File: config.mk
export PLATFORM = sky130hd
export DESIGN_NAME = keypad_scanner_flat
export DESIGN_NICKNAME = d
export VERILOG_FILES = /design/src/rtl/keypad_scanner_pkg.sv /design/src/rtl/keypad_scanner_if.sv /design/src/rtl/keypad_scanner_sync_2ff.sv /design/src/rtl/keypad_scanner.sv /design/src/flat_wrapper.sv
export SDC_FILE = /design/constraint.sdc
export NUM_CORES = 1
export LEC_CHECK = 0
export ABC_AREA = 1
export CAP_MARGIN = 5
export CORE_ASPECT_RATIO = 1.2
export CORE_UTILIZATION = 55
export CTS_BUF_LIST = sky130_fd_sc_hd__clkbuf_2
export DETAILED_ROUTE_END_ITERATION = 8
export HOLD_SLACK_MARGIN = 0.05
export PLACE_DENSITY = 0.8
export SKIP_CTS_REPAIR_TIMING = 1
export SLEW_MARGIN = 20
export SYNTH_ARGS = -nofsm -noshare
export SYNTH_HDL_FRONTEND = slang
export SYNTH_SLANG_ARGS = --single-unit
File: constraint.sdc
create_clock -name clk -period 1.7 [get_ports clk]
set_input_delay 0.425 -clock clk [delete_from_list [all_inputs] [get_ports clk]]
set_output_delay 0.425 -clock clk [all_outputs]
set_load 0.01 [all_outputs]
File: src/rtl/keypad_scanner_pkg.sv
// Shared types, sizes and small helpers for the keypad scanner.
package kp_pkg;

    typedef enum logic [1:0] {
        SCAN,
        DEBOUNCE,
        HELD,
        RELEASE
    } scan_state_t;

    localparam int NUM_ROWS  = 4;
    localparam int NUM_COLS  = 4;
    localparam int ROW_IDX_W = $clog2(NUM_ROWS);

    // True when exactly one column is asserted (rejects idle and ghosting).
    function automatic logic is_onehot(input logic [NUM_COLS-1:0] v);
        return (v != '0) && ((v & (v - 1'b1)) == '0);
    endfunction

    // One-hot row vector for a row index; bit 0 is the bottom row.
    function automatic logic [NUM_ROWS-1:0] row_onehot(input logic [ROW_IDX_W-1:0] idx);
        return NUM_ROWS'(1) << idx;
    endfunction

endpackage

File: src/rtl/keypad_scanner_if.sv
// Accepted-key bus from the scanner to the downstream decode logic.
interface keypad_scanner_if;
    import kp_pkg::*;

    logic [NUM_ROWS-1:0] key_r;
    logic [NUM_COLS-1:0] key_c;
    logic                key_valid;
    logic                key_held;

    modport master (output key_r, output key_c, output key_valid, output key_held);
    modport slave  (input  key_r, input  key_c, input  key_valid, input  key_held);

endinterface

File: src/rtl/keypad_scanner_sync_2ff.sv
// Two-flop synchronizer; resets to all-ones so active-low inputs read as idle.
module sync_2ff #(
    parameter int WIDTH = 1
) (
    input  logic             clk,
    input  logic             reset,
    input  logic [WIDTH-1:0] d,
    output logic [WIDTH-1:0] q
);

    logic [WIDTH-1:0] meta;

    // Bring the asynchronous input into the clk domain through two stages.
    always_ff @(posedge clk) begin
        if (!reset) begin
            meta <= '1;
            q    <= '1;
        end else begin
            meta <= d;
            q    <= meta;
        end
    end

endmodule

File: src/rtl/keypad_scanner.sv
// 4x4 keypad row scanner with press/release debounce and a one-cycle accept strobe.
module keypad_scanner
    import kp_pkg::*;
#(
    parameter int SETTLE_CYCLES   = 4,
    parameter int DEBOUNCE_CYCLES = 240000
) (
    input  logic                clk,
    input  logic                reset,
    input  logic [NUM_COLS-1:0] cols_n,
    output logic [NUM_ROWS-1:0] rows_n,
    keypad_scanner_if.master    key_bus
);

    localparam int SETTLE_W = (SETTLE_CYCLES > 1) ? $clog2(SETTLE_CYCLES) : 1;
    localparam int DB_W     = (DEBOUNCE_CYCLES > 1) ? $clog2(DEBOUNCE_CYCLES) : 1;
    localparam logic [SETTLE_W-1:0] SETTLE_LAST = SETTLE_W'(SETTLE_CYCLES - 1);
    localparam logic [DB_W-1:0]     DB_LAST     = DB_W'(DEBOUNCE_CYCLES - 1);

    scan_state_t            state;
    logic [ROW_IDX_W-1:0]   row_idx;
    logic [ROW_IDX_W-1:0]   next_row;
    logic [SETTLE_W-1:0]    settle_cnt;
    logic [DB_W-1:0]        db_cnt;
    logic [NUM_ROWS-1:0]    cand_r;
    logic [NUM_COLS-1:0]    cand_c;
    logic [NUM_COLS-1:0]    cols_sync;
    logic [NUM_COLS-1:0]    cols;
    logic [NUM_ROWS-1:0]    key_r;
    logic [NUM_COLS-1:0]    key_c;
    logic                   key_valid;
    logic                   key_held;

    sync_2ff #(
        .WIDTH (NUM_COLS)
    ) u_col_sync (
        .clk   (clk),
        .reset (reset),
        .d     (cols_n),
        .q     (cols_sync)
    );

    assign cols     = ~cols_sync;
    assign next_row = row_idx + ROW_IDX_W'(1);

    assign key_bus.key_r     = key_r;
    assign key_bus.key_c     = key_c;
    assign key_bus.key_valid = key_valid;
    assign key_bus.key_held  = key_held;

    // Scan/debounce/hold/release controller; every output is registered here.
    always_ff @(posedge clk) begin
        if (!reset) begin
            state      <= SCAN;
            row_idx    <= '0;
            rows_n     <= ~row_onehot(ROW_IDX_W'(0));
            settle_cnt <= '0;
            db_cnt     <= '0;
            cand_r     <= '0;
            cand_c     <= '0;
            key_r      <= '0;
            key_c      <= '0;
            key_valid  <= 1'b0;
            key_held   <= 1'b0;
        end else begin
            key_valid <= 1'b0;
            case (state)
                SCAN: begin
                    if (settle_cnt == SETTLE_LAST) begin
                        settle_cnt <= '0;
                        if (is_onehot(cols)) begin
                            cand_c <= cols;
                            cand_r <= row_onehot(row_idx);
                            db_cnt <= '0;
                            state  <= DEBOUNCE;
                        end else begin
                            row_idx <= next_row;
                            rows_n  <= ~row_onehot(next_row);
                        end
                    end else begin
                        settle_cnt <= settle_cnt + 1'b1;
                    end
                end
                DEBOUNCE: begin
                    if (cols == cand_c) begin
                        if (db_cnt == DB_LAST) begin
                            state     <= HELD;
                            key_r     <= cand_r;
                            key_c     <= cand_c;
                            key_valid <= 1'b1;
                            key_held  <= 1'b1;
                        end else begin
                            db_cnt <= db_cnt + 1'b1;
                        end
                    end else begin
                        state      <= SCAN;
                        settle_cnt <= '0;
                        row_idx    <= next_row;
                        rows_n     <= ~row_onehot(next_row);
                    end
                end
                HELD: begin
                    if ((cols & key_c) == '0) begin
                        state  <= RELEASE;
                        db_cnt <= '0;
                    end
                end
                RELEASE: begin
                    if ((cols & key_c) != '0) begin
                        state <= HELD;
                    end else if (db_cnt == DB_LAST) begin
                        state      <= SCAN;
                        key_held   <= 1'b0;
                        settle_cnt <= '0;
                        row_idx    <= next_row;
                        rows_n     <= ~row_onehot(next_row);
                    end else begin
                        db_cnt <= db_cnt + 1'b1;
                    end
                end
                default: begin
                    state <= SCAN;
                end
            endcase
        end
    end

endmodule

File: src/flat_wrapper.sv
// flat-port wrapper written by rule: the top's interface ports become plain ports
module keypad_scanner_flat import kp_pkg::*;
#(
    parameter int SETTLE_CYCLES   = 4,
    parameter int DEBOUNCE_CYCLES = 240000
)
  (clk, reset, cols_n, rows_n, key_bus_key_r, key_bus_key_c, key_bus_key_valid, key_bus_key_held);
  keypad_scanner_if key_bus_i ();
  input  logic clk;
  input  logic reset;
  input  logic [NUM_COLS-1:0] cols_n;
  output logic [NUM_ROWS-1:0] rows_n;
  output wire logic [$bits(key_bus_i.key_r)-1:0] key_bus_key_r;
  output wire logic [$bits(key_bus_i.key_c)-1:0] key_bus_key_c;
  output wire logic [$bits(key_bus_i.key_valid)-1:0] key_bus_key_valid;
  output wire logic [$bits(key_bus_i.key_held)-1:0] key_bus_key_held;
  assign key_bus_key_r = key_bus_i.key_r;
  assign key_bus_key_c = key_bus_i.key_c;
  assign key_bus_key_valid = key_bus_i.key_valid;
  assign key_bus_key_held = key_bus_i.key_held;
  keypad_scanner #(.SETTLE_CYCLES(SETTLE_CYCLES), .DEBOUNCE_CYCLES(DEBOUNCE_CYCLES)) u_core (.clk(clk), .reset(reset), .cols_n(cols_n), .rows_n(rows_n), .key_bus(key_bus_i));
endmodule
* Word level (Yosys, flattened, before mapping)
Cells that the tools add are included.
** Storage, ports and cells
- Register bits :: 54
- Output and inout bits :: 14
- Input port bits :: 6
- Logic and storage cells :: 93
** Cells by class
- Reduce and logical (&&, ||, !) cells :: 16
- Multiplexer cells :: 37
- Shifts and indexed selects :: 2
- Bitwise logic cells :: 4
- Equality and inequality tests :: 17
- $add $sub $neg :: 4
** Operators by type and width (count)
- $mux 18 :: 6
- $pmux 18 s4 :: 1
- $mux 2 :: 15
- $mux 4 :: 5
- $add 18x1->18 const B :: 1
- $eq 18x18->1 const B :: 1
- $reduce_and 5->1 :: 3
- $ne 2x1->1 const B :: 6
- $pmux 2 s3 :: 2
- $pmux 4 s3 :: 1
- $reduce_and 3->1 :: 3
- $and 4x4->4 :: 2
- $logic_not 4->1 :: 2
- $not 4->4 :: 2
- $pmux 2 s4 :: 1
- $reduce_bool 4->1 :: 2
- $shl 1x2->4 const A :: 2
- $eq 2x2->1 const B :: 3
- $ne 2x2->1 const B :: 3
- $reduce_and 6->1 :: 1
- $mux 1 :: 5
- $add 2x1->2 const B :: 2
- $eq 4x4->1 :: 1
- $reduce_and 4->1 :: 1
- other kinds (9) :: 9

* Longest topological paths before layout
Gate-level depths: netlist of the first run.
- Word-level depth :: 8
- Gate-level depth with buffers :: 11
- Mapped depth without buffers :: 11

* By module
Synthesis of the first run repeated with hierarchy kept, for this count alone.
** Second synthesis, totals
- Cells, all modules :: 449
- Area, all modules :: 2941.6 sq um
** Modules (own cells, without submodules)
- keypad_scanner :: seq. area each 920.9 sq um, instances 1, area an instance 2716.4 sq um, cells an instance 424
- sync_2ff :: seq. area each 160.2 sq um, instances 1, area an instance 225.2 sq um, cells an instance 25

* Worst setup path before layout of the first run
No wires, ideal clock.
- Path type :: flip-flop to flip-flop
- Start :: reg u_core.db_cnt[0]
- End :: reg u_core.row_idx[1]
- Setup slack :: 55 ps
- Cell stages (with the launch flop) :: 11
- Buffers on the path :: 0
- Arrival time :: 1532 ps
- Path through :: dfxtp_1 > ha_1 > nand2_2 > nor2_4 > nand3_4 > nand2_2 > nand2_2 > nor2_8 > inv_2 > nor2_1 > nor2_1
** On the way
- Longest elaborated chain between the ends :: 3
** Ends and longest elaborated chain
- start, declared :: line keypad_scanner.sv:24 : logic [DB_W-1:0] db_cnt;
- start signal, assigned :: line keypad_scanner.sv:93 : db_cnt <= db_cnt + 1'b1;
- start signal, assigned :: line keypad_scanner.sv:118 : db_cnt <= db_cnt + 1'b1;
- $eq 18x18->1 :: line keypad_scanner.sv:111 : end else if (db_cnt == DB_LAST) begin
- $ne 2x1->1 (no line)
- $reduce_and 6->1 (no line)
- end signal, assigned :: line keypad_scanner.sv:77 : row_idx <= next_row;
- end signal, assigned :: line keypad_scanner.sv:98 : row_idx <= next_row;
- end signal, assigned :: line keypad_scanner.sv:115 : row_idx <= next_row;
- end, declared :: line keypad_scanner.sv:21 : logic [ROW_IDX_W-1:0] row_idx;
No other way between the ends.
A chain may end at the register's enable or synchronous reset.

* Worst setup path after layout of the first run
- Start :: reg u_core.db_cnt[2]
- End :: reg u_core.key_c[2] (netlist: u_core.key_bus.key_c[2])
** On the way
- Longest elaborated chain between the ends :: 2
** Ends and longest elaborated chain
- $eq 18x18->1 :: line keypad_scanner.sv:86 : if (db_cnt == DB_LAST) begin
- $reduce_and 3->1 (no line)
- end signal, assigned :: line keypad_scanner.sv:89 : key_c <= cand_c;
- end, declared :: line keypad_scanner.sv:30 : logic [NUM_COLS-1:0] key_c;
No other way between the ends.

==> results of run 1 <==
logic make-up (layout without fill, tap and decap cells):
family                     after synthesis  after routing
adders and majority gates               10             10
xor gates and xnor gates                 7              7
buffers and inverters                   49             85
and+or+nand+nor                        227            230
DFF                                     54             54
AOI/OAI and AO/OA                       60             60
through the flow:
stage / hold WS [ps] / cells / worst slack, ps / util [%]
6_report: 417 / 506 / 66.7 / 70.2
5_1_grt: 457 / 506 / -17.0 / 70.2
4_1_cts: 433 / 498 / -135 / 65.1
3_5_place_dp: 399 / 490 / 42.1 / 63.8
3_3_place_gp: 394 / 490 / 59.8 / 63.8
2_1_floorplan: 393 / 407 / 54.7 / -
path summary, 6_finish.rpt:
path,endpoint,startpoint,cells past startpoint,slack [ps]
setup / recovery,u_core.key_bus.key_c[2],u_core.db_cnt[2],7,70
hold / removal,u_core.u_col_sync.q[0],u_core.u_col_sync.meta[0],1,420
setup reg to reg,u_core.key_bus.key_c[2],u_core.db_cnt[2],7,70
hold reg to reg,u_core.u_col_sync.q[0],u_core.u_col_sync.meta[0],1,420
layout make-up:
class                   count  area (µm²)  area share (%)
clock inverters             1        30.0           0.860
flip-flops and latches     54        1110            31.9
clock buffers               7        35.0            1.00
well taps                  60        75.1            2.15
inverters                  37         139            3.98
multi-input cells         307        1690            48.3
repair buffers             40         412            11.8
state kept, by name (all words and copies together) (netlist names):
| name | count |
|---|---|
| u_core.db_cnt | 18 |
| u_core.row_idx | 2 |
| u_core.u_col_sync.q | 4 |
| u_core.cand_r | 4 |
| u_core.rows_n | 4 |
| u_core.key_bus.key_c | 4 |
| u_core.settle_cnt | 2 |
| u_core.state | 2 |
| u_core.u_col_sync.meta | 4 |
| u_core.cand_c | 4 |
| u_core.key_bus.key_valid | 1 |
| u_core.key_bus.key_r | 4 |
| u_core.key_bus.key_held | 1 |
worst max-delay path, cell delays in order (launching register included):
cell and delay [ps]:
dfxtp_1 540, nand2_2 150, nor2_4 180, nand3_4 160, nor2_4 210, buf_12 140
o21ai_0 70, a21oi_1 110
layer usage:
layer  share of wire (%)  GRT usage [%]  wire length, µm
met1                  41           26.6             2760
met2                  51           41.7             3440
met3                 4.4           4.92              296
met4                 3.4           10.6              227
met5                   0              0                0
power groups by stage:
stage / Sequential [mW] / Combinational, mW / Clock [mW]
4_1_cts: 1.34 / 0.259 / 0.666
5_1_grt: 1.35 / 0.313 / 0.708
3_5_place_dp: 1.36 / 0.258 / 0
2_1_floorplan: 1.36 / 0.177 / 0
3_3_place_gp: 1.36 / 0.253 / 0
6_report: 1.34 / 0.281 / 0.652
cells in the mapped netlist (2+ instances only):
cell / instances
buf_2: 3
dfxtp_1: 54
clkbuf_1: 6
inv_2: 6
o21ai_1: 3
xor2_1: 3
nand4_1: 9
xnor2_1: 4
nand2_1: 103
nor2_1: 50
ha_1: 10
nand3_2: 2
o21bai_1: 2
inv_1: 31
a21oi_1: 37
buf_6: 3
nor2_4: 3
nand2_2: 5
or2_2: 8
nor2_2: 7
nand3_1: 32
o21ai_0: 17
cells in the final DEF (no fill, tap or decap), drive strengths merged:
| cell type | n |
|---|---|
| bufinv | 1 |
| nand3b | 1 |
| nor2 | 62 |
| a21oi | 37 |
| nor3 | 1 |
| dfxtp | 54 |
| ha | 10 |
| buf | 21 |
| nand2 | 109 |
| xor2 | 3 |
| o211ai | 1 |
| inv | 37 |
| or2 | 8 |
| nand3 | 35 |
| nand4 | 13 |
| xnor2 | 4 |
| clkbuf | 7 |
| o21ai | 20 |
| o21bai | 2 |
| clkdlybuf4s50 | 5 |
| dlymetal6s2s | 14 |
| nor3b | 1 |
==> results.json, run 1 <==
{
  "switching_share_pct": 25.9,
  "antenna_found_initial": 0,
  "slew_violations": 0,
  "avgRoutedWirePerCell_um": 13.3,
  "path_clk_slew_ps": 270,
  "final_nets": 461,
  "totalWireLength_mm": 6.73,
  "drtIter0Drc": 223,
  "synth_area_um2": 2860,
  "yosysTopAreaCellShare_pct": 37.8,
  "final_area_um2": 3490,
  "finalSetupViolCount": 0,
  "vias_per_cell": 5.49,
  "die_x_um": 67.8,
  "grt_max_degree": 20,
  "drive_gt1_share_pct": 23.3,
  "synth_nets": 423,
  "yosysWarningCount": 0,
  "synth-edff-count": 0,
  "skew_ps": 28.1,
  "p_per_area_nw_per_um2": 652,
  "tightest_slew_ps": 295,
  "synth_cells": 407,
  "yosys.area_share.simple_pct": 37.5,
  "ys_seq_area_share_pct": 37.8,
  "synth_area_leaders": "dfxtp_1 38%, nand2_1 14%, nor2_1 6.6%",
  "cp_data_arrival_time_ps": 2020,
  "h-tree-depth": 2,
  "drc": 0,
  "gr-total-overflow": 0,
  "fmax_mhz": 612,
  "synthArstFlopShare_pct": 0,
  "clk_latency_ps": 460,
  "syn_to_final_growth_pct": 22.2,
  "synth_compound_area_share_pct": 10.8,
  "timing.final.crit_share_pct": 96.1,
  "netlist-cell-type-count": 31,
  "ant_nets": 0,
  "slew_headroom_pct": 80.3,
  "hp-class": "reg -> reg",
  "combPwrFrac_pct": 12.3,
  "grt_util_all_layers_pct": 23.6,
  "cp.required_ps": 2090,
  "dieHeight_um": 81.0,
  "dr.pass1.iters": 5,
  "hpwl_mm": 4.43,
  "fill_cells": 403,
  "start_kind": "register",
  "vias": 2776,
  "syn_area_per_cell_um2": 7.02,
  "clockPowerShare_pct": 28.6,
  "vdd_ir_drop_max_v": 0.000460,
  "cts_buffers": 5,
  "antenna_cells": 0,
  "yosys_most_used_dff": "dfxtp_1",
  "total_power_mw": 2.28,
  "ys_ff_latch": 54,
  "row_count": 28,
  "dieArea_um2": 5490,
  "cap_violations": 0,
  "synth.area.mux_share_pct": 0,
  "clk_path_buf_depth": 2,
  "port_buffers": 19,
  "synth_xor_area_share_pct": 2.15,
  "synth_top_family_by_area": "simple AND/OR/NAND/NOR gates",
  "path_max_fanout": 8,
  "internal_power_mw": 1.69,
  "tns_ps": 0,
  "hold_viol_final": 0,
  "pwr-share-seq_pct": 59.0,
  "clock-sinks": 54,
  "cts_tree": "yes",
  "power_switching_mw": 0.590,
  "initial_core_util_pct": 57.4,
  "grt_first_pass_wirelength_mm": 9.92,
  "path_class": "reg -> reg",
  "synth-adder-area-share_pct": 4.38,
  "pin_count": 20,
  "place_area_um2": 3170,
  "post-route-min-period_ps": 1630,
  "gp_congestion": 0.880,
  "root_buffer": "clkbuf_2",
  "yosys.area.top_type": "dfxtp_1",
  "core_um2": 4970,
  "p_leak_nw": 1.53,
  "grt_pass1_vias": 2360,
  "status": "complete, no violations",
  "end_kind": "register"
}
Note: power is estimated with default switching activity, not from simulation.
==> run 2, diff against run 1 <==
- CAP_MARGIN: 5 -> 20
==> results of run 2 <==
No change in the layout: final DEF, timing and power equal those of run 1.
